$ cat src/rtl/rs_enc_255_239.sv
// rs_enc_255_239: systematic RS(255,239) encoder over GF(2^8) (poly 0x11D, alpha 0x02)
// with a valid/ready stream in, a registered valid/ready stream out, and sop/eop/parity flags.
module rs_enc_255_239 #(
  parameter int N = 255,
  parameter int K = 239
) (
  input  logic       clk,
  input  logic       rstn,
  input  logic       in_valid,
  input  logic [7:0] in_data,
  output logic       in_ready,
  output logic       out_valid,
  output logic [7:0] out_data,
  input  logic       out_ready,
  output logic       out_sop,
  output logic       out_eop,
  output logic       out_par
);
  localparam logic [7:0] LAST_D = 8'(K - 1);
  localparam logic [7:0] LAST_P = 8'(N - K - 1);
  typedef enum logic {DATA, PARITY} state_t;
  function automatic logic [7:0] gf_mul(input logic [7:0] a, input logic [7:0] b);
    logic [7:0] r, x;
    r = '0;
    x = a;
    for (int i = 0; i < 8; i++) begin
      if (b[i]) r ^= x;
      x = {x[6:0], 1'b0} ^ (x[7] ? 8'h1d : 8'h00);
    end
    return r;
  endfunction
  // g(x) = prod (x + alpha^i), built at elaboration so each g_i multiply folds to constant XORs
  function automatic logic [15:0][7:0] gen_poly();
    logic [16:0][7:0] g;
    logic [7:0] r;
    g = '0;
    g[0] = 8'h01;
    r = 8'h01;
    for (int i = 0; i < 16; i++) begin
      for (int j = 16; j > 0; j--) g[j] = g[j-1] ^ gf_mul(r, g[j]);
      g[0] = gf_mul(r, g[0]);
      r = gf_mul(r, 8'h02);
    end
    return g[15:0];
  endfunction
  localparam logic [15:0][7:0] G = gen_poly();
  state_t state, state_n;
  logic [7:0] cnt, cnt_n, fb, od_n;
  logic [15:0][7:0] p, p_n;
  logic slot_free, accept, par_load, ov_n, sop_n, eop_n, par_n;
  assign slot_free = out_ready | ~out_valid;
  assign in_ready = (state == DATA) & slot_free;
  assign accept = in_valid & in_ready;
  assign par_load = (state == PARITY) & slot_free;
  assign fb = in_data ^ p[15];
  always_comb begin
    state_n = state;
    cnt_n = cnt;
    p_n = p;
    ov_n = accept | par_load | (out_valid & ~out_ready);
    od_n = out_data;
    sop_n = out_sop;
    eop_n = out_eop;
    par_n = out_par;
    if (accept) begin
      p_n = {p[14:0], 8'h00};
      for (int i = 0; i < 16; i++) p_n[i] ^= gf_mul(G[i], fb);
      od_n = in_data;
      sop_n = cnt == 8'd0;
      eop_n = 1'b0;
      par_n = 1'b0;
      cnt_n = cnt == LAST_D ? 8'd0 : cnt + 8'd1;
      state_n = cnt == LAST_D ? PARITY : DATA;
    end else if (par_load) begin
      p_n = {p[14:0], 8'h00};
      od_n = p[15];
      sop_n = 1'b0;
      eop_n = cnt == LAST_P;
      par_n = 1'b1;
      cnt_n = cnt == LAST_P ? 8'd0 : cnt + 8'd1;
      state_n = cnt == LAST_P ? DATA : PARITY;
    end
  end
  always_ff @(posedge clk or negedge rstn) begin
    if (!rstn) begin
      state <= DATA;
      cnt <= '0;
      p <= '0;
      out_valid <= 1'b0;
      out_data <= '0;
      out_sop <= 1'b0;
      out_eop <= 1'b0;
      out_par <= 1'b0;
    end else begin
      state <= state_n;
      cnt <= cnt_n;
      p <= p_n;
      out_valid <= ov_n;
      out_data <= od_n;
      out_sop <= sop_n;
      out_eop <= eop_n;
      out_par <= par_n;
    end
  end
endmodule
$ cat config.mk
export PLATFORM = sky130hd
export DESIGN_NAME = rs_enc_255_239
export DESIGN_NICKNAME = d
export VERILOG_FILES = /design/src/rtl/rs_enc_255_239.sv
export SDC_FILE = /design/constraint.sdc
export NUM_CORES = 1
export LEC_CHECK = 0
export ABC_AREA = 1
export BUFFER_PORTS_ARGS = -buffer_cell sky130_fd_sc_hd__buf_2
export CORE_MARGIN = 4
export CORE_UTILIZATION = 30
export CTS_CLUSTER_SIZE = 28
export DETAILED_ROUTE_END_ITERATION = 8
export SLEW_MARGIN = 20
export SYNTH_ARGS = -nofsm -noshare
export SYNTH_HDL_FRONTEND = slang
export SYNTH_SLANG_ARGS = --single-unit
$ cat constraint.sdc
create_clock -name clk -period 3.26 [get_ports clk]
set_clock_uncertainty 0.15 [all_clocks]
set_input_delay 0.326 -clock clk [delete_from_list [all_inputs] [get_ports clk]]
set_output_delay 0.326 -clock clk [all_outputs]
set_load 0.005 [all_outputs]
==> summary by stage, run 1 <==
Synthesis
Summed over all instances, the cell type with the most area after synthesis is dfrtp_1. The post-synthesis sequential area ratio is 0.416. Sorting the synthesized cells by area gives the leading types as dfrtp_1 42%, nand2_1 19%, nand3_1 10%. The synthesized netlist occupies a cell area of 8970 um^2. The number of register bits inferred by synthesis is around 150. The cell count after synthesis came out at between 1,000 and 1,500. The unique cell type count in the Yosys netlist is approximately 40. For this run, the number of Yosys warnings is 0.

The top-area cell type share of the netlist area is 0.416. The net count after synthesis is around 1,200. Averaged over all synthesized cells, the footprint is ~7.3 um^2.

Worst hold path
The worst hold path belongs to the class in -> reg.

Clock tree
The worst-skew pair later-pin latency is approximately 0.44 ns. The root buffer cell is clkbuf_16. The clock transition at the registers of the reported paths is ~0.070 ns. The clock sink count is around 150. The number of CTS-inserted buffers is 17.

The clock tree from TritonCTS is built. The post-CTS repair timing setup buffer count is 0. The clock passes through at most 2 buffers. The clock tree synthesis step divided the H-tree into 4 levels.

Floorplanning
25 I/O pins were placed. The core region is a little under 30,000 um^2. The die covers 32,700 um^2. For this configuration, the core starts out at a cell density of 0.303.

The number of rows in the core area is 63. The die boundary height is between 150 and 200 um. The width of the die is about 180 um.

STA
The post-route fraction of the period consumed by the critical path is 0.828. For the finished layout, the period the worst path requires is between 2 and 3 ns. The total of endpoints with negative setup slack in the final report is 0. The final hold violation count came to 0. Setup repair after global routing left no endpoint under its margin.

Measured against its own limit, the worst slew margin works out to 0.520. The number of pins with negative max-slew slack in the final report is 0. For the pin with the worst max-slew slack, the measured transition is slightly above 0.7 ns. For the final routed database, the setup TNS stands at 0 ns. Static timing analysis puts the maximum clock frequency at between 300 and 400 MHz.

Run status
The run finished with clean final reports.

Layout
The area used by multi-input combinational logic is between 4000 and 5000 um^2. The area growth from synthesis to final layout is 12.9%. The area used by sequential logic in the layout is around 3700 um^2. After the last flow step, the layout net total stands at around 1,200. The leading cell type in the layout, fill and taps excluded is nand2_1. The share of cells above drive strength 1 is 0.0948. The number of filler instances in the final layout is ~3,100. In the layout the commonest cells are 445 x nand2_1, 183 x nand3_1, 149 x dfrtp_1.

The diode insertion count for antenna repair is 0.

GRT
The via count of the first global-routing pass is ~7,800. Entering global routing, the biggest net connects about 150 pins. The first-pass GRT wire length is around 45,000 um.

After global routing the overflow that remains totals 0. In the global route stage, overall resource usage came out at 0.174. The initial antenna violation count is 0.

Placed design
Input and output buffers added on the ports amount to 24. Detailed placement ended at an HPWL of about 19,000 um. The routability congestion estimate from global placement is slightly below 0.9.

Setup path
Along the worst path, the maximum fanout reaches 8. The worst setup path is captured at a register. The kind of start point of the critical path is a register. Broken down by cell family, the worst path's largest delay share belongs to XOR/XNOR gates. The critical path goes through xor2_2 -> buf_4 -> nand2_2 -> nand2_4 -> xor2_2 -> xor2_1 -> nand2_1 -> nand2_1 -> nand3_1. The number of buffer and inverter instances along the worst setup path is 1. At the worst endpoint, the required time is between 3 and 4 ns.

The cell type of the slowest stage on the worst timing path is dfrtp_1. For this run, the slowest stage of the critical path takes about 0.48 ns. STA puts the critical path data arrival time at between 2 and 3 ns. The critical path in this run is classified as reg -> reg.

Power
The switching power share of the total is 0.496. The combinational power share is 0.506. The share of total power dissipated in the clock network is 0.183. The power after layout is 11.2 mW. The worst supply voltage drop on vdd is between 0.4 and 0.5 mV.

The part of the total power dissipated in sequential elements is 0.311. Summed over all cells, the static leakage comes to 4.83 nW. The cell-internal power is roughly 5.6 mW.

The analysis attributes to net switching a power of 5.54 mW. Dividing total power by cell area gives a power density of between 1000 and 1500 nW/um^2.

Route
The antenna violation net count after detailed routing is 0. Dividing the detail-routed wire length by the instance count gives around 17 um. The total length of routed wires is roughly 28,000 um. Dividing the detail-routed via count by the number of cells gives a little over 5. Before antenna repair, the detailed router went through 8 iterations. For this block, the initial DRC count from the detailed router was around 940. Detailed routing inserted a total of about 8,400 vias.

In the routed design, unresolved DRC markers number 0.

Flow run
Across the run, the number of max-cap violations was 0.
## sequential cells by signal (all words and copies together), names as in the netlist
register	cells
p	128
cnt	8
out_data	8
out_eop	1
out_par	1
out_sop	1
out_valid	1
state	1
## synth_stat cells, drive strengths merged
cell and instances:
inv 96, and3 1, o22ai 3, o211ai 62, nor3 9, nand3b 2, o221ai 6, nand3 184
clkbuf 12, or2 5, buf 44, nand4 22, nor2 36, xnor2 11, a31oi 1, o21a 1
nand2 468, nor3b 1, o311ai 1, dfrtp 149, o21ai 46, xor2 37, nor4 3, o21bai 1
ha 3, a21oi 21
## worst paths after layout
path	end	start	slack (ns)	depth (start not counted)
worst max-delay path	p[44]	p[126]	0.56	9
worst min-delay path	out_data[4]	in_data[4]	0.04	3
worst max register to register	p[44]	p[126]	0.56	9
worst min register to register	out_par	out_par	0.32	2
max in group asynchronous	p[58]	rstn	1.92	3
min in group asynchronous	p[120]	rstn	0.32	2
## power groups by stage
| stage | sequential (mW) | combinational, mW | clock, mW |
|---|---|---|---|
| global route | 3.59 | 6.34 | 2.17 |
| finish | 3.48 | 5.67 | 2.04 |
| floorplan | 3.24 | 4.11 | 0 |
| global placement | 3.47 | 5.52 | 0 |
| CTS | 3.46 | 5.62 | 2.09 |
| detailed placement | 3.47 | 5.57 | 0 |
## metal layers
layer | vias to the layer above | share of wire | track usage
met4 | 0 | 0.033 | 0.0711
met1 | 4005 | 0.46 | 0.249
met2 | 297 | 0.45 | 0.261
li1 | 4070 | - | -
met3 | 51 | 0.060 | 0.0284
met5 | - | 0 | 0
## tightest hold or removal path, delay by kind of cell
kind                   cells  cell delay (ns)
AND/OR/NAND/NOR            2             0.13
buffers and inverters      1             0.13
## cell families after synthesis
kind of cell	count (synthesis)	share of synthesized area
AOI/OAI and AO/OA	142	0.103
xor gates and xnor gates	48	0.0536
adders and majority gates	3	0.00419
buffers and inverters	152	0.0732
DFF	149	0.416
and+or+nand+nor	731	0.351
## final cells by class
type / instances / share of cell area
inverter: 96 / 0.0359
timing repair buffer: 44 / 0.0352
tap: 390 / 0.0482
multi-input combinational: 924 / 0.454
clock buffer: 17 / 0.0420
sequential: 149 / 0.368
clock inverter: 15 / 0.0167
## stage by stage
stage / hold slack [ns] / area [um^2] / utilization / setup WS [ns] / instances
2_1_floorplan: -0.120 / 8970 / - / 1.36 / 1225
3_3_place_gp: 0.253 / 9520 / 0.322 / 0.609 / 1601
3_5_place_dp: 0.250 / 9520 / 0.322 / 0.601 / 1601
4_1_cts: 0.0308 / 10100 / 0.343 / 0.570 / 1635
5_1_grt: 0.0616 / 10100 / 0.343 / 0.452 / 1635
6_report: 0.0438 / 10100 / 0.343 / 0.561 / 1635
## timing repair
item	in CTS	in global routing
hold buffers	2	0
gates resized for setup	0	0
hold endpoints to repair	68	0
No activity file was read; power rests on OpenSTA's default activity.
==> run 2: changes to the inputs <==
clock period = 2.5 ns   (was 3.26 ns; I/O delays follow)
==> summary by stage, run 2 (synthesized netlist as in run 1, its figures left out) <==
Layout
Leading registers by flop count: p (128), cnt (8), out_data (8) (unchanged). The area used by sequential logic in the layout is 3730 um^2 (unchanged). The area growth from synthesis to final layout is 16.0% (was 12.9%). Most used cells in the layout excluding fill and tap cells: 443 x nand2_1, 183 x nand3_1, 149 x dfrtp_1 (was 445 x nand2_1, 183 x nand3_1, 149 x dfrtp_1). The number of nets in the finished design was 1,277 (was 1,247). The diode insertion count for antenna repair is 0 (unchanged). The flip-flop count of the largest register after layout is 128 (unchanged). The top register by number of flip-flops is p (unchanged). The number of filler instances in the final layout came to 3,072 (was 3,108). The leading cell type in the layout, fill and taps excluded is nand2_1 (unchanged). The share of cells above drive strength 1 is 0.116 (was 0.0948). The area used by multi-input combinational logic is 4610 um^2 (was 4600 um^2).

GRT
The met3 track demand over resource is 0.0300 (was 0.0284). The routing usage on met1 was 0.246 (was 0.249). The remaining global-route overflow is 0 (unchanged). The via count of the first global-routing pass came to 7,826 (was 7,798). The most utilized layer in the global route result is met2 (unchanged). The initial antenna violation count is 0 (unchanged). The largest net degree at the start of global routing is 132 (was 149). The first-pass GRT wire length came to 44,600 um (was 45,100 um).

The met2 track demand over resource in global routing is 0.265 (was 0.261). The overall global routing resource usage was 0.170 (was 0.174).

Power
The cell-internal power is 7.63 mW (was 5.64 mW). The leakage power is 4.99 nW (was 4.83 nW). The power density normalized to cell area is 1430 nW/um^2 (was 1100 nW/um^2). The power after layout came to 14.9 mW (was 11.2 mW).

The part of the total power dissipated in sequential elements is 0.303 (was 0.311). The worst supply voltage drop on vdd was 0.699 mV (was 0.432 mV). The combinational power share came to 0.525 (was 0.506). The switching power share of the total is 0.488 (was 0.496). The switching power summed over all nets was 7.26 mW (was 5.54 mW). The clock power share is 0.171 (was 0.183).

Placed design
The detailed placer's ending HPWL is 19,300 um (was 19,100 um). The routability congestion estimate from global placement was 0.959 (was 0.895). The number of buffers added on ports is 24 (unchanged).

STA
The relative max-transition margin was 0.604 (was 0.520). The accumulated negative setup slack came to 0 ns (unchanged). The final critical delay including setup and external delays came to 2.33 ns (was 2.70 ns). The post-route fraction of the period consumed by the critical path came to 0.932 (was 0.828). The total of endpoints with negative setup slack in the final report is 0 (unchanged). The slew at the pin with the worst max-slew slack is 0.593 ns (was 0.715 ns). The number of pins with negative max-slew slack in the final report is 0 (unchanged). Unrepaired setup endpoints after global routing: false (unchanged). The fmax came to 429 MHz (was 370 MHz). The final hold violation count came to 0 (unchanged).

Route
The vias per cell is 5.09 (was 5.15). The routed length per placed instance came to 16.6 um (was 17.2 um). The number of DRC markers after the initial detailed-route iteration is 871 (was 942). The count of unresolved DRC violations after routing is 0 (unchanged).

The total length of routed wires is 27,700 um (was 28,000 um). The antenna violation net count after detailed routing is 0 (unchanged). The routed via count was 8,479 (was 8,423). The number of detailed-routing iterations run before antenna repair was 5 (was 8).

Worst hold path
The hold-critical path endpoint was out_data[5] (was out_data[4]). The launch point of the worst hold path is in_data[5] (was in_data[4]). The path class of the lowest-slack min-delay path is in -> reg (unchanged). The instance count along the most critical hold path is 3 (unchanged).

Setup path
The number of cell instances on the worst register-to-register path is 13 (was 9). The destination of the worst register-to-register timing path is p[117] (was p[44]). The largest fanout of any net on the critical path is 10 (was 8). The launching instance or port of the critical path is p[123] (was p[126]).

The internal reg-to-reg setup slack was 0.17 ns (was 0.56 ns). The arrival time reported for the critical path endpoint is 2.50 ns (was 2.87 ns). The category of the worst setup path capture point is a register (unchanged). The kind of start point of the critical path is a register (unchanged).

The critical path class is reg -> reg (unchanged). The startpoint of the worst-slack reg-to-reg timing path is p[123] (was p[126]). The critical path data required time is 2.67 ns (was 3.43 ns).

Floorplanning
The placeable core region is 29,600 um^2 (unchanged). The die boundary height is 181 um (unchanged). The full die area is 32,700 um^2 (unchanged). The number of rows in the core area was 63 (unchanged). The I/O pin count is 25 (unchanged). The width of the die came to 181 um (unchanged).

The initial cell density of the core is 0.303 (unchanged).

Clock tree
The number of CTS-inserted buffers is 17 (unchanged). The clock tree from TritonCTS is built (unchanged). The CTS H-tree depth is 4 (unchanged).

The clock transition at the registers of the reported paths is 0.07 ns (about the same). The clock sink count is 149 (unchanged). The maximum clock insertion buffer count is 2 (unchanged). The worst-skew pair later-pin latency is 0.43 ns (was 0.44 ns). The root buffer cell is clkbuf_16 (unchanged).

Run status
Run status: complete, no violations (unchanged).

Flow run
The number of max-cap violations came to 0 (unchanged).
==> run 2: cell types whose count changed in the layout (fill, tap and decap cells not counted), sizes merged <==
cell,previous run,this run
dlygate4sd3,2,4
clkbuf,17,18
clkinv,2,4
inv,101,102
clkinvlp,6,3
buf,42,70
bufinv,2,1
==> run 2: worst max-delay path by stage <==
| stage | endpoint | slack (ns) | cells past startpoint |
|---|---|---|---|
| finish | p[117] | 0.17 | 13 |
| global placement | p[104] | 0.1 | 13 |
| CTS | p[117] | 0.02 | 13 |
| global route | p[125] | 0.02 | 10 |
| detailed placement | p[117] | 0.08 | 13 |
| floorplan | p[104] | 0.60 | 14 |
==> run 2: through the flow <==
step | util | hold WS, ns | setup WS [ns] | area [um^2] | instances
floorplan | - | -0.196 | 0.596 | 8970 | 1225
global placement | 0.330 | 0.0836 | 0.0966 | 9770 | 1628
detailed placement | 0.330 | 0.0854 | 0.0767 | 9770 | 1628
CTS | 0.351 | 0.0113 | 0.0236 | 10400 | 1664
global route | 0.352 | 0.0121 | 0.0151 | 10400 | 1665
finish | 0.352 | 0.0282 | 0.171 | 10400 | 1665
==> run 2: power groups by stage <==
stage / Clock (mW) / Sequential [mW] / Combinational, mW
detailed placement: 0 / 4.53 / 7.62
global route: 2.72 / 4.67 / 8.67
finish: 2.55 / 4.52 / 7.83
CTS: 2.60 / 4.50 / 7.68
global placement: 0 / 4.51 / 7.56
floorplan: 0 / 4.23 / 5.36
==> run 2: worst max-delay path, cell delays in order (launching register included) <==
cell and delay, ns:
dfrtp_1 0.41, inv_1 0.11, nand2_1 0.08, nand2_2 0.22, nand2_1 0.15, nand2_4 0.17
inv_2 0.10, nand2_1 0.10, nand2_1 0.13, xor2_1 0.20, nor2_1 0.19, inv_1 0.08
nand2_1 0.06, nand3_1 0.06
==> run 2: repair_timing <==
| action | 4_1_cts | 5_1_grt |
|---|---|---|
| resized for setup | 0 | 5 |
| endpoints found under the setup margin | 0 | 4 |
| hold buffers | 4 | 0 |
| buffers inserted | 0 | 1 |
| endpoints found under the hold margin | 49 | 0 |
==> run 2: final cells by class <==
cell class                      instances  area share
Multi-Input combinational cell        924       0.443
Tap cell                              390      0.0469
Clock inverter                         14      0.0135
Timing Repair Buffer                   74      0.0612
Inverter                               96      0.0354
Sequential cell                       149       0.358
Clock buffer                           18      0.0412
==> run 2: per-layer routing <==
| layer | wire, um | part of all wire |
|---|---|---|
| met3 | 1800 | 0.065 |
| met2 | 12500 | 0.45 |
| met1 | 12800 | 0.46 |
| met4 | 524 | 0.019 |
| met5 | 0 | 0 |
